File: config.mk
export PLATFORM = sky130hd
export DESIGN_NAME = anton_neopixel_decoder_flat
export DESIGN_NICKNAME = d
export VERILOG_FILES = /design/src/rtl/anton_neopixel_decoder_pkg.sv /design/src/rtl/anton_neopixel_decoder_if.sv /design/src/rtl/anton_neopixel_sync.sv /design/src/rtl/anton_neopixel_decoder.sv /design/src/flat_wrapper.sv
export SDC_FILE = /design/constraint.sdc
export NUM_CORES = 1
export LEC_CHECK = 0
export CORE_MARGIN = 2
export CORE_UTILIZATION = 57
export DETAILED_ROUTE_END_ITERATION = 10
export PLACE_DENSITY = 0.8
export RECOVER_POWER = 100
export SLEW_MARGIN = 20
export SYNTH_ARGS = -nofsm -noshare
export SYNTH_HDL_FRONTEND = slang
export SYNTH_SLANG_ARGS = --single-unit
File: constraint.sdc
create_clock -name clk -period 4.95 [get_ports clk]
set_input_delay 0.7425 -clock clk [delete_from_list [all_inputs] [get_ports clk]]
set_output_delay 0.7425 -clock clk [all_outputs]
set_load 0.05 [all_outputs]
File: src/rtl/anton_neopixel_decoder_pkg.sv
// Shared types, default timing and width helpers for the NeoPixel receive decoder.
package anton_neopixel_decoder_pkg;

    typedef enum logic [1:0] {
        DEC_SYNC = 2'd0,
        DEC_IDLE = 2'd1,
        DEC_HIGH = 2'd2,
        DEC_LOW  = 2'd3
    } decState_t;

    localparam int BUFFER_END_DEFAULT   = 63;
    localparam int SLOT_CYCLES_DEFAULT  = 4;
    localparam int RESET_CYCLES_DEFAULT = 256;

    // A bit is 8 slots: a 0 is high for ~2 slots, a 1 for ~5; 3.5 slots splits them.
    function automatic int oneThreshold(int slotCycles);
        return (7 * slotCycles) / 2;
    endfunction

    function automatic int idxWidth(int lastIdx);
        return (lastIdx < 1) ? 1 : $clog2(lastIdx + 1);
    endfunction

    function automatic int cntWidth(int maxVal);
        return (maxVal < 1) ? 1 : $clog2(maxVal + 1);
    endfunction

endpackage

File: src/rtl/anton_neopixel_decoder_if.sv
// Decoded byte stream with position and frame/error strobes.
interface anton_neopixel_decoder_if
    import anton_neopixel_decoder_pkg::*;
#(
    parameter int BUFFER_END = BUFFER_END_DEFAULT
);
    localparam int IDX_W = idxWidth(BUFFER_END);

    logic [7:0]       byteData;
    logic             byteValid;
    logic [1:0]       channelIndex;
    logic [IDX_W-1:0] byteIndex;
    logic             frameDone;
    logic             errGlitch;
    logic             errPartial;
    logic             errOverflow;

    modport master (
        output byteData, byteValid, channelIndex, byteIndex,
        output frameDone, errGlitch, errPartial, errOverflow
    );

    modport slave (
        input byteData, byteValid, channelIndex, byteIndex,
        input frameDone, errGlitch, errPartial, errOverflow
    );

endinterface

File: src/rtl/anton_neopixel_sync.sv
// Two-flop synchronizer for the serial line with registered rise/fall pulses.
module anton_neopixel_sync (
    input  logic clk,
    input  logic rstn,
    input  logic neoData,
    output logic level,
    output logic rise,
    output logic fall
);
    logic meta;
    logic syncQ;
    logic syncD;

    always_ff @(posedge clk or negedge rstn) begin
        if (!rstn) begin
            meta  <= 1'b0;
            syncQ <= 1'b0;
            syncD <= 1'b0;
            rise  <= 1'b0;
            fall  <= 1'b0;
        end else begin
            meta  <= neoData;
            syncQ <= meta;
            syncD <= syncQ;
            rise  <= syncQ & ~syncD;
            fall  <= ~syncQ & syncD;
        end
    end

    assign level = syncQ;

endmodule

File: src/rtl/anton_neopixel_decoder.sv
// WS2812-style receive decoder: pulse-width bit recovery, MSB-first byte assembly, gap framing.
//   state     | meaning
//   DEC_SYNC  | waiting for a full low gap before trusting the line
//   DEC_IDLE  | gap seen, waiting for the first high pulse of a frame
//   DEC_HIGH  | measuring a high pulse
//   DEC_LOW   | between bits, watching for the next pulse or the frame gap
module anton_neopixel_decoder
    import anton_neopixel_decoder_pkg::*;
#(
    parameter int BUFFER_END    = BUFFER_END_DEFAULT,
    parameter int SLOT_CYCLES   = SLOT_CYCLES_DEFAULT,
    parameter int ONE_THRESHOLD = oneThreshold(SLOT_CYCLES),
    parameter int MIN_HIGH      = SLOT_CYCLES,
    parameter int MAX_HIGH      = 7 * SLOT_CYCLES,
    parameter int RESET_CYCLES  = RESET_CYCLES_DEFAULT
) (
    input  logic clk,
    input  logic rstn,
    input  logic neoData,
    input  logic enable,
    anton_neopixel_decoder_if.master bus
);
    localparam int IDX_W  = idxWidth(BUFFER_END);
    localparam int HIGH_W = cntWidth(MAX_HIGH + 1);
    localparam int LOW_W  = cntWidth(RESET_CYCLES);

    localparam logic [IDX_W-1:0]  IDX_LAST = IDX_W'(BUFFER_END);
    localparam logic [HIGH_W-1:0] HIGH_MIN = HIGH_W'(MIN_HIGH);
    localparam logic [HIGH_W-1:0] HIGH_MAX = HIGH_W'(MAX_HIGH);
    localparam logic [HIGH_W-1:0] HIGH_ONE = HIGH_W'(ONE_THRESHOLD);
    localparam logic [LOW_W-1:0]  LOW_GAP  = LOW_W'(RESET_CYCLES);

    logic lineLevel;
    logic lineRise;
    logic lineFall;

    anton_neopixel_sync uSync (
        .clk     (clk),
        .rstn    (rstn),
        .neoData (neoData),
        .level   (lineLevel),
        .rise    (lineRise),
        .fall    (lineFall)
    );

    decState_t         state;
    logic [2:0]        bitCnt;
    logic [HIGH_W-1:0] highCnt;
    logic [LOW_W-1:0]  lowCnt;
    logic [6:0]        shiftReg;
    logic [7:0]        byteDataR;
    logic              byteValidR;
    logic [1:0]        channelIdx;
    logic [IDX_W-1:0]  byteIdx;
    logic              indexFull;
    logic              frameDoneR;
    logic              errGlitchR;
    logic              errPartialR;
    logic              errOverflowR;
    logic              bitVal;

    assign bitVal = (highCnt >= HIGH_ONE);

    always_ff @(posedge clk or negedge rstn) begin
        if (!rstn) begin
            state        <= DEC_SYNC;
            bitCnt       <= '0;
            highCnt      <= '0;
            lowCnt       <= '0;
            shiftReg     <= '0;
            byteDataR    <= '0;
            byteValidR   <= 1'b0;
            channelIdx   <= '0;
            byteIdx      <= '0;
            indexFull    <= 1'b0;
            frameDoneR   <= 1'b0;
            errGlitchR   <= 1'b0;
            errPartialR  <= 1'b0;
            errOverflowR <= 1'b0;
        end else begin
            byteValidR   <= 1'b0;
            frameDoneR   <= 1'b0;
            errGlitchR   <= 1'b0;
            errPartialR  <= 1'b0;
            errOverflowR <= 1'b0;

            // Position advances the cycle after the strobe so the strobe shows the byte's own slot.
            if (byteValidR) begin
                channelIdx <= (channelIdx == 2'd2) ? 2'd0 : channelIdx + 2'd1;
                if (byteIdx == IDX_LAST) indexFull <= 1'b1;
                else                     byteIdx   <= byteIdx + 1'b1;
            end

            if (!enable) begin
                state      <= DEC_SYNC;
                bitCnt     <= '0;
                highCnt    <= '0;
                lowCnt     <= '0;
                channelIdx <= '0;
                byteIdx    <= '0;
                indexFull  <= 1'b0;
            end else begin
                case (state)
                    DEC_SYNC: begin
                        if (lineLevel) begin
                            lowCnt <= '0;
                        end else if (lowCnt == LOW_GAP) begin
                            lowCnt <= '0;
                            state  <= DEC_IDLE;
                        end else begin
                            lowCnt <= lowCnt + 1'b1;
                        end
                    end
                    DEC_IDLE: begin
                        if (lineRise) begin
                            highCnt <= HIGH_W'(1);
                            state   <= DEC_HIGH;
                        end
                    end
                    DEC_HIGH: begin
                        if ((highCnt > HIGH_MAX) || (lineFall && (highCnt < HIGH_MIN))) begin
                            errGlitchR <= 1'b1;
                            state      <= DEC_SYNC;
                            bitCnt     <= '0;
                            highCnt    <= '0;
                            lowCnt     <= '0;
                            channelIdx <= '0;
                            byteIdx    <= '0;
                            indexFull  <= 1'b0;
                        end else if (lineFall) begin
                            shiftReg <= {shiftReg[5:0], bitVal};
                            bitCnt   <= bitCnt + 3'd1;
                            if (bitCnt == 3'd7) begin
                                byteDataR    <= {shiftReg, bitVal};
                                byteValidR   <= 1'b1;
                                errOverflowR <= indexFull;
                            end
                            lowCnt <= LOW_W'(1);
                            state  <= DEC_LOW;
                        end else begin
                            highCnt <= highCnt + 1'b1;
                        end
                    end
                    DEC_LOW: begin
                        // The gap check wins over a coincident rising edge.
                        if (lowCnt == LOW_GAP) begin
                            frameDoneR  <= 1'b1;
                            errPartialR <= (bitCnt != 3'd0);
                            bitCnt      <= '0;
                            lowCnt      <= '0;
                            channelIdx  <= '0;
                            byteIdx     <= '0;
                            indexFull   <= 1'b0;
                            state       <= DEC_IDLE;
                        end else if (lineRise) begin
                            highCnt <= HIGH_W'(1);
                            state   <= DEC_HIGH;
                        end else begin
                            lowCnt <= lowCnt + 1'b1;
                        end
                    end
                    default: state <= DEC_SYNC;
                endcase
            end
        end
    end

    assign bus.byteData     = byteDataR;
    assign bus.byteValid    = byteValidR;
    assign bus.channelIndex = channelIdx;
    assign bus.byteIndex    = byteIdx;
    assign bus.frameDone    = frameDoneR;
    assign bus.errGlitch    = errGlitchR;
    assign bus.errPartial   = errPartialR;
    assign bus.errOverflow  = errOverflowR;

endmodule
File: src/flat_wrapper.sv
// flat-port wrapper written by rule: the top's interface ports become plain ports
module anton_neopixel_decoder_flat import anton_neopixel_decoder_pkg::*;
#(
    parameter int BUFFER_END    = BUFFER_END_DEFAULT,
    parameter int SLOT_CYCLES   = SLOT_CYCLES_DEFAULT,
    parameter int ONE_THRESHOLD = oneThreshold(SLOT_CYCLES),
    parameter int MIN_HIGH      = SLOT_CYCLES,
    parameter int MAX_HIGH      = 7 * SLOT_CYCLES,
    parameter int RESET_CYCLES  = RESET_CYCLES_DEFAULT
)
  (clk, rstn, neoData, enable, bus_byteData, bus_byteValid, bus_channelIndex, bus_byteIndex, bus_frameDone, bus_errGlitch, bus_errPartial, bus_errOverflow);
  anton_neopixel_decoder_if #(.BUFFER_END(BUFFER_END)) bus_i ();
  input  logic clk;
  input  logic rstn;
  input  logic neoData;
  input  logic enable;
  output wire logic [$bits(bus_i.byteData)-1:0] bus_byteData;
  output wire logic [$bits(bus_i.byteValid)-1:0] bus_byteValid;
  output wire logic [$bits(bus_i.channelIndex)-1:0] bus_channelIndex;
  output wire logic [$bits(bus_i.byteIndex)-1:0] bus_byteIndex;
  output wire logic [$bits(bus_i.frameDone)-1:0] bus_frameDone;
  output wire logic [$bits(bus_i.errGlitch)-1:0] bus_errGlitch;
  output wire logic [$bits(bus_i.errPartial)-1:0] bus_errPartial;
  output wire logic [$bits(bus_i.errOverflow)-1:0] bus_errOverflow;
  assign bus_byteData = bus_i.byteData;
  assign bus_byteValid = bus_i.byteValid;
  assign bus_channelIndex = bus_i.channelIndex;
  assign bus_byteIndex = bus_i.byteIndex;
  assign bus_frameDone = bus_i.frameDone;
  assign bus_errGlitch = bus_i.errGlitch;
  assign bus_errPartial = bus_i.errPartial;
  assign bus_errOverflow = bus_i.errOverflow;
  anton_neopixel_decoder #(.BUFFER_END(BUFFER_END), .SLOT_CYCLES(SLOT_CYCLES), .ONE_THRESHOLD(ONE_THRESHOLD), .MIN_HIGH(MIN_HIGH), .MAX_HIGH(MAX_HIGH), .RESET_CYCLES(RESET_CYCLES)) u_core (.clk(clk), .rstn(rstn), .neoData(neoData), .enable(enable), .bus(bus_i));
endmodule
==> reports/metrics.yaml, run 1 <==
ctsResizeCount: 0
ys_types: 48
syn_area_um2: 2490
cp.depth: 6
fp.dieW_um: 70.1
period_minus_slack_ps: 3360
finalMaxSlewViolations: 54
dpl_worst_slack_ps: 1850
p_seq_share_pct: 57.2
critPathKind: "primary input to flop"
io_pins: 25
drc: 0
ys_top_cells_by_count: "dfrtp_1, nor2_1, inv_1"
avgSynthCellArea_um2: 10.7
dp.cells: 303
grt_first_pass_wirelength_mm: 7.98
rsz0062_at_grt: "no"
p_sw_uw: 182
tns_ps: 0
endpoint_kind: "flop"
yosysSeqAreaShare_pct: 53.2
gr-usage-all-layers_pct: 20.5
routedWlPerCell_um: 13.9
drt_first_pass_iters: 5
numClockSinks: 53
routed_wl_mm: 4.34
antenna_found_initial: 0
area_delta_synth_final_pct: 15.1
core_um2: 4290
worst-path-buf-inv: 2
dieArea_um2: 4920
ant_nets: 0
yosysMostFrequentCell: "dfrtp_1"
hp-class: "flop to flop"
synth_edf_count: 0
violations: "max-capacitance violations, max-slew violations"
vdd_drop_max_mv: 0.188
status: "finished with violations"
cts_setup_buffers: 0
drt-initial-drc-count: 152
grt_pass1_vias: 1732
path_cells: "dlygate4sd3_1, nand3b_1, nor4bb_1, clkbuf_1, nand2_1, mux2_1"
hold_viol_final: 0
relSlewSlack_pct: -82.8
diodes: 0
syn_inst: 233
clock_latency_ps: 300
critPathArrivalTime_ps: 3540
synth-async-reset-ratio_pct: 100
place.gp.congestion: 0.844
numCtsBuffers: 5
required_ps: 5130
instances_no_fill: 311
swShare_pct: 22.9
cp-start-kind: "primary input"
yosysWarnings: 0
cp_max_fo: 17
gr-total-overflow: 0
cp_slowest_cell: "dlygate4sd3_1"
holdWs_ps: 359
p_clk_share_pct: 36.6
drive_above_1_share_pct: 5.79
drv_cap: 1
path_clk_slew_ps: 90
p_int_uw: 610
via_count: 1762
setup_violations: 0
nNetsFinal: 270
synth.ff_latch_count: 53
clockBufferDepth: 2
crit_family: "buffers and inverters"
p_comb_share_pct: 6.2
synthTopCellsByArea: "dfrtp_1, mux2_1, ha_1"
hold_depth: 0
post-route-period-util_pct: 67.8
fin_skew_ps: 8.68
synth_top_area_share_pct: 53.2
synth_top_cell_by_area: "dfrtp_1"
p_per_area_nw_per_um2: 276
r2r_cells: 7
dp_hpwl_mm: 2.96
portBuffers: 24
start_util_pct: 58.0
drt-vias-per-instance: 5.67
setup_ws_ps: 1590
syn-num-nets: 245
die_y_um: 70.1
cts-root-buf: "clkbuf_8"
grt_max_degree: 54
leakagePower_uw: 0.00138
fp-row-count: 24
hold_buffers: 0
htree_levels: 2
cts_tree: "done"
fmax_ghz: 0.298
synthFlopType: "dfrtp_1"
cpPeakStageDelay_ps: 790
tightest_slew_ps: 2740
## per-layer routing
metal	vias up	routed length, um	GRT usage, %
li1	875	-	-
met1	853	2070	27.1
met2	32	2080	33.2
met3	2	153	5.05
met4	0	31	7.05
met5	-	0	0
## worst paths after layout
path                                         startpoint                                 end  slack [ps]
min                         u_core.uSync.meta$_DFF_PN0_        u_core.uSync.level$_DFF_PN0_         360
min reg2reg                 u_core.uSync.meta$_DFF_PN0_        u_core.uSync.level$_DFF_PN0_         360
max                                              enable  u_core.bus.byteData[4]$_DFFE_PN0P_        1590
max reg2reg                u_core.lowCnt[0]$_DFFE_PN0P_   u_core.bus.byteIndex[5]$_DFF_PN0_        2150
min in group asynchronous                          rstn        u_core.lowCnt[2]$_DFFE_PN0P_        1410
max in group asynchronous                          rstn      u_core.shiftReg[5]$_DFFE_PN0P_        2000
## power by group through the flow
stage / Combinational (uW) / Sequential (uW) / Clock (uW)
final: 49.3 / 453 / 290
after global routing: 57.0 / 455 / 317
after CTS: 51.3 / 453 / 296
after detailed placement: 50.8 / 462 / 0
after global placement: 49.6 / 461 / 0
after floorplan: 35.0 / 457 / 0
## flip-flops by register name, indices dropped and copies added, names as in the netlist
signal                   count
u_core.bitCnt                3
u_core.bus.byteData          8
u_core.bus.byteIndex         6
u_core.bus.byteValid         1
u_core.bus.channelIndex      2
u_core.bus.errGlitch         1
u_core.bus.errOverflow       1
u_core.bus.errPartial        1
u_core.bus.frameDone         1
u_core.highCnt               5
u_core.indexFull             1
u_core.lowCnt                9
u_core.shiftReg              7
u_core.state                 2
u_core.uSync.fall            1
u_core.uSync.level           1
u_core.uSync.meta            1
u_core.uSync.rise            1
u_core.uSync.syncD           1
## per-stage QoR
stage          cell area (um2)  power (uW)  utilization [%]
6_report                  2870         792             66.8
5_1_grt                   2870         829             66.8
3_5_place_dp              2770         512             64.5
4_1_cts                   2880         800             67.1
2_1_floorplan             2490         492                -
3_3_place_gp              2770         511             64.5
## cell type report
type | instances | area (um2)
fillers | 350 | 1430
flip-flops and latches | 53 | 1330
clock inverters | 2 | 38.8
inverters | 18 | 67.6
multi-input cells | 154 | 1050
repair buffers | 26 | 243
well taps | 52 | 65.1
clock buffers | 6 | 72.6
## logic make-up after synthesis
family / synth area share, %
compound gates: 13.5
mux: 7.99
fa+ha+maj: 4.02
flops: 53.2
buf+inv: 4.42
simple gates: 15.1
xor+xnor: 1.76
## cell usage in the layout (no fill, tap or decap), types with 2 or more instances in the layout
cell type | Yosys | routed
a21oi_1 | 9 | 9
nor2_1 | 20 | 20
and3_1 | 2 | 2
mux2i_1 | 3 | 3
clkbuf_8 | 0 | 5
xnor2_1 | 3 | 3
dlygate4sd3_1 | 0 | 23
a211oi_1 | 3 | 3
dfrtp_1 | 53 | 53
o31ai_1 | 8 | 8
nor3_1 | 2 | 2
o22ai_1 | 2 | 2
nor4b_1 | 2 | 2
ha_1 | 8 | 8
and2_0 | 0 | 2
o21ai_0 | 14 | 16
mux2_1 | 9 | 9
mux2_2 | 6 | 6
clkbuf_1 | 3 | 3
nand3_1 | 9 | 9
a31oi_1 | 3 | 3
xor2_1 | 2 | 2
a22o_1 | 2 | 2
nand2_1 | 14 | 14
nor2b_1 | 7 | 7
inv_1 | 18 | 18
and4_1 | 2 | 2
(Power assumes the default switching activity.)
==> run 2, diff against run 1 <==
- CORE_UTILIZATION: 57 -> 51
- PLACE_DENSITY: 0.8 -> 0.75
- clock period: 4.95 -> 2.7 ns (I/O delays scaled with it)
==> run 2 against run 1 <==
Net effect:
- the flow now finishes without violations
- setup slack worse by 1300 ps
- final area up 0.65%
- die area grew 11%
- global-route usage down 2.8 points
- clock-buffer cell count stayed put
- critical path depth decreased by 1
- via count is 1.5% lower
- wire length fell by 3.9%
- register-to-register slack got worse by 1900 ps
- core utilization down 5.7 points
- combinational power increased by 84%
- critical endpoint is now u_core.highCnt[3]$_DFFE_PN0P_
- largest power group unchanged
==> reports/metrics.yaml, run 2 (synthesized netlist as in run 1, its figures left out) <==
final_common_cell: "dfrtp_1"  # unchanged
drt-initial-drc-count: 124  # was 152
dieArea_um2: 5460  # was 4920 um2
ant_nets: 0  # unchanged
relSlewSlack_pct: 13.5  # was -82.8%
post-route-period-util_pct: 89.0
path_clk_slew_ps: 90  # about the same
gr-usage-all-layers_pct: 17.7  # was 20.5%
r2r_start: "u_core.highCnt[3]$_DFFE_PN0P_"  # was u_core.lowCnt[0]$_DFFE_PN0P_
place.gp.congestion: 0.848  # was 0.844
hold_viol_final: 0  # unchanged
r2r_cells: 5  # was 7
core_um2: 4720  # was 4290 um2
drt_first_pass_iters: 4  # was 5
p_seq_share_pct: 61.5  # was 57.2%
die_y_um: 73.9  # was 70.1 um
fmax_ghz: 0.416
diodes: 0  # unchanged
drt-vias-per-instance: 5.26  # was 5.67
p_int_uw: 1030  # was 610 uW
largest_register_ffs: 9  # unchanged
routed_wl_mm: 4.17  # was 4.34 mm
setup_violations: 0  # unchanged
grt_pass1_vias: 1694  # was 1732
required_ps: 2930  # was 5130 ps
cts-root-buf: "clkbuf_8"  # unchanged
p_comb_share_pct: 6.7  # was 6.2%
p_sw_uw: 324  # was 182 uW
fin_skew_ps: 6.63  # was 8.68 ps
routedWlPerCell_um: 12.6  # was 13.9 um
grt_max_degree: 26  # was 54
nNetsFinal: 274  # was 270
numClockSinks: 53  # unchanged
status: "finished, final reports clean"  # was finished with violations
io_pins: 25  # unchanged
period_minus_slack_ps: 2400
fp-row-count: 25  # was 24
fillers: 395  # was 350
cts_setup_buffers: 0  # unchanged
via_count: 1736  # was 1762
utilization_pct: 61.1  # was 66.8%
leakagePower_uw: 0.00137  # was 0.00138 uW
hold_depth: 0  # unchanged
antenna_found_initial: 0  # unchanged
endpoint_kind: "flop"  # unchanged
portBuffers: 24  # unchanged
area_delta_synth_final_pct: 15.9  # was 15.1%
drive_above_1_share_pct: 6.08  # was 5.79%
whs_endpoint: "u_core.uSync.level$_DFF_PN0_"  # unchanged
vdd_drop_max_mv: 0.327  # was 0.188 mV
gr-total-overflow: 0  # unchanged
top_register: "u_core.lowCnt"  # unchanged
drc: 0  # unchanged
final_cell_mix: "dfrtp_1, dlygate4sd3_1, nor2_1"  # unchanged
cts_tree: "done"  # unchanged
clock_latency_ps: 300  # about the same
drv_cap: 0  # was 1
cp_max_fo: 16  # was 17
start_util_pct: 52.7  # was 58.0%
p_per_area_nw_per_um2: 468  # was 276 nW/um2
swShare_pct: 24.0  # was 22.9%
fp.dieW_um: 73.9  # was 70.1 um
hold_buffers: 0  # unchanged
grt_first_pass_wirelength_mm: 7.58  # was 7.98 mm
r2r_end: "u_core.highCnt[3]$_DFFE_PN0P_"  # was u_core.bus.byteIndex[5]$_DFF_PN0_
r2r_setup_slack_ps: 300  # was 2150 ps
numCtsBuffers: 5  # unchanged
critPathKind: "flop to flop"  # was primary input to flop
p_clk_share_pct: 31.7  # was 36.6%
cp-start-kind: "flop"  # was primary input
tns_ps: 0  # unchanged
critPathArrivalTime_ps: 2630  # was 3540 ps
setup.worst_path.start: "u_core.highCnt[3]$_DFFE_PN0P_"  # was enable
min_from: "u_core.uSync.meta$_DFF_PN0_"  # unchanged
tightest_slew_ps: 1300  # was 2740 ps
ctsResizeCount: 0  # unchanged
htree_levels: 2  # unchanged
clockBufferDepth: 2  # unchanged
dp_hpwl_mm: 3.02  # was 2.96 mm
hp-class: "flop to flop"  # unchanged
finalMaxSlewViolations: 0  # was 54
rsz0062_at_grt: "no"  # unchanged
## run 2: cell types whose count changed in the layout (fill, tap and decap cells not counted), sizes merged
cell / delta
clkbuf: +3
clkinvlp: +2
buf: +1
bufinv: -1
clkdlybuf4s50: +1
clkinv: -1
dlygate4sd3: -1
## run 2: metal layers
metal | global-route usage (%) | vias to the layer above | wire length [um]
met4 | 5.05 | 0 | 49
met2 | 28.1 | 30 | 1890
met5 | 0 | - | 0
met3 | 4.25 | 6 | 135
li1 | - | 878 | -
met1 | 24.4 | 822 | 2090
## run 2: final cells by class
class                      instances  area [um2]  area share [%]
sequential                        53        1330            45.9
clock inverter                     2        15.0           0.520
multi-input combinational        154        1060            36.6
inverter                          18        67.6            2.34
timing repair buffer              30         264            9.15
tap                               67        83.8            2.90
clock buffer                       6        72.6            2.51
## run 2: power groups by stage
stage          logic [uW]  registers [uW]  clock network (uW)
6_report             90.8             830                 428
5_1_grt               107             834                 478
4_1_cts              97.2             830                 445
3_5_place_dp         97.1             846                   0
3_3_place_gp         95.2             846                   0
2_1_floorplan        64.1             837                   0
## run 2: worst max-delay path, cell delays in order (launching register included)
cell and delay (ps):
dfrtp_1 450, or4b_1 590, nor4bb_2 210, clkbuf_1 330
or4_1 590, a21oi_1 160
## run 2: worst max-delay path by stage
stage / to / slack, ps
finish: u_core.highCnt[3]$_DFFE_PN0P_ / 300
global route: u_core.highCnt[2]$_DFFE_PN0P_ / 110
CTS: u_core.lowCnt[5]$_DFFE_PN0P_ / 440
detailed placement: u_core.lowCnt[6]$_DFFE_PN0P_ / 370
global placement: u_core.lowCnt[6]$_DFFE_PN0P_ / 410
floorplan: u_core.bus.byteIndex[5]$_DFF_PN0_ / 670
## run 2: per-stage QoR
| stage | cells | hold slack (ps) | total power [uW] | setup slack [ps] | cell area [um2] |
|---|---|---|---|---|---|
| floorplan | 233 | 109 | 901 | 671 | 2490 |
| global placement | 322 | 332 | 941 | 409 | 2820 |
| detailed placement | 322 | 336 | 943 | 369 | 2820 |
| CTS | 330 | 86.7 | 1370 | 443 | 2910 |
| global route | 330 | 366 | 1420 | 113 | 2890 |
| finish | 330 | 354 | 1350 | 297 | 2890 |
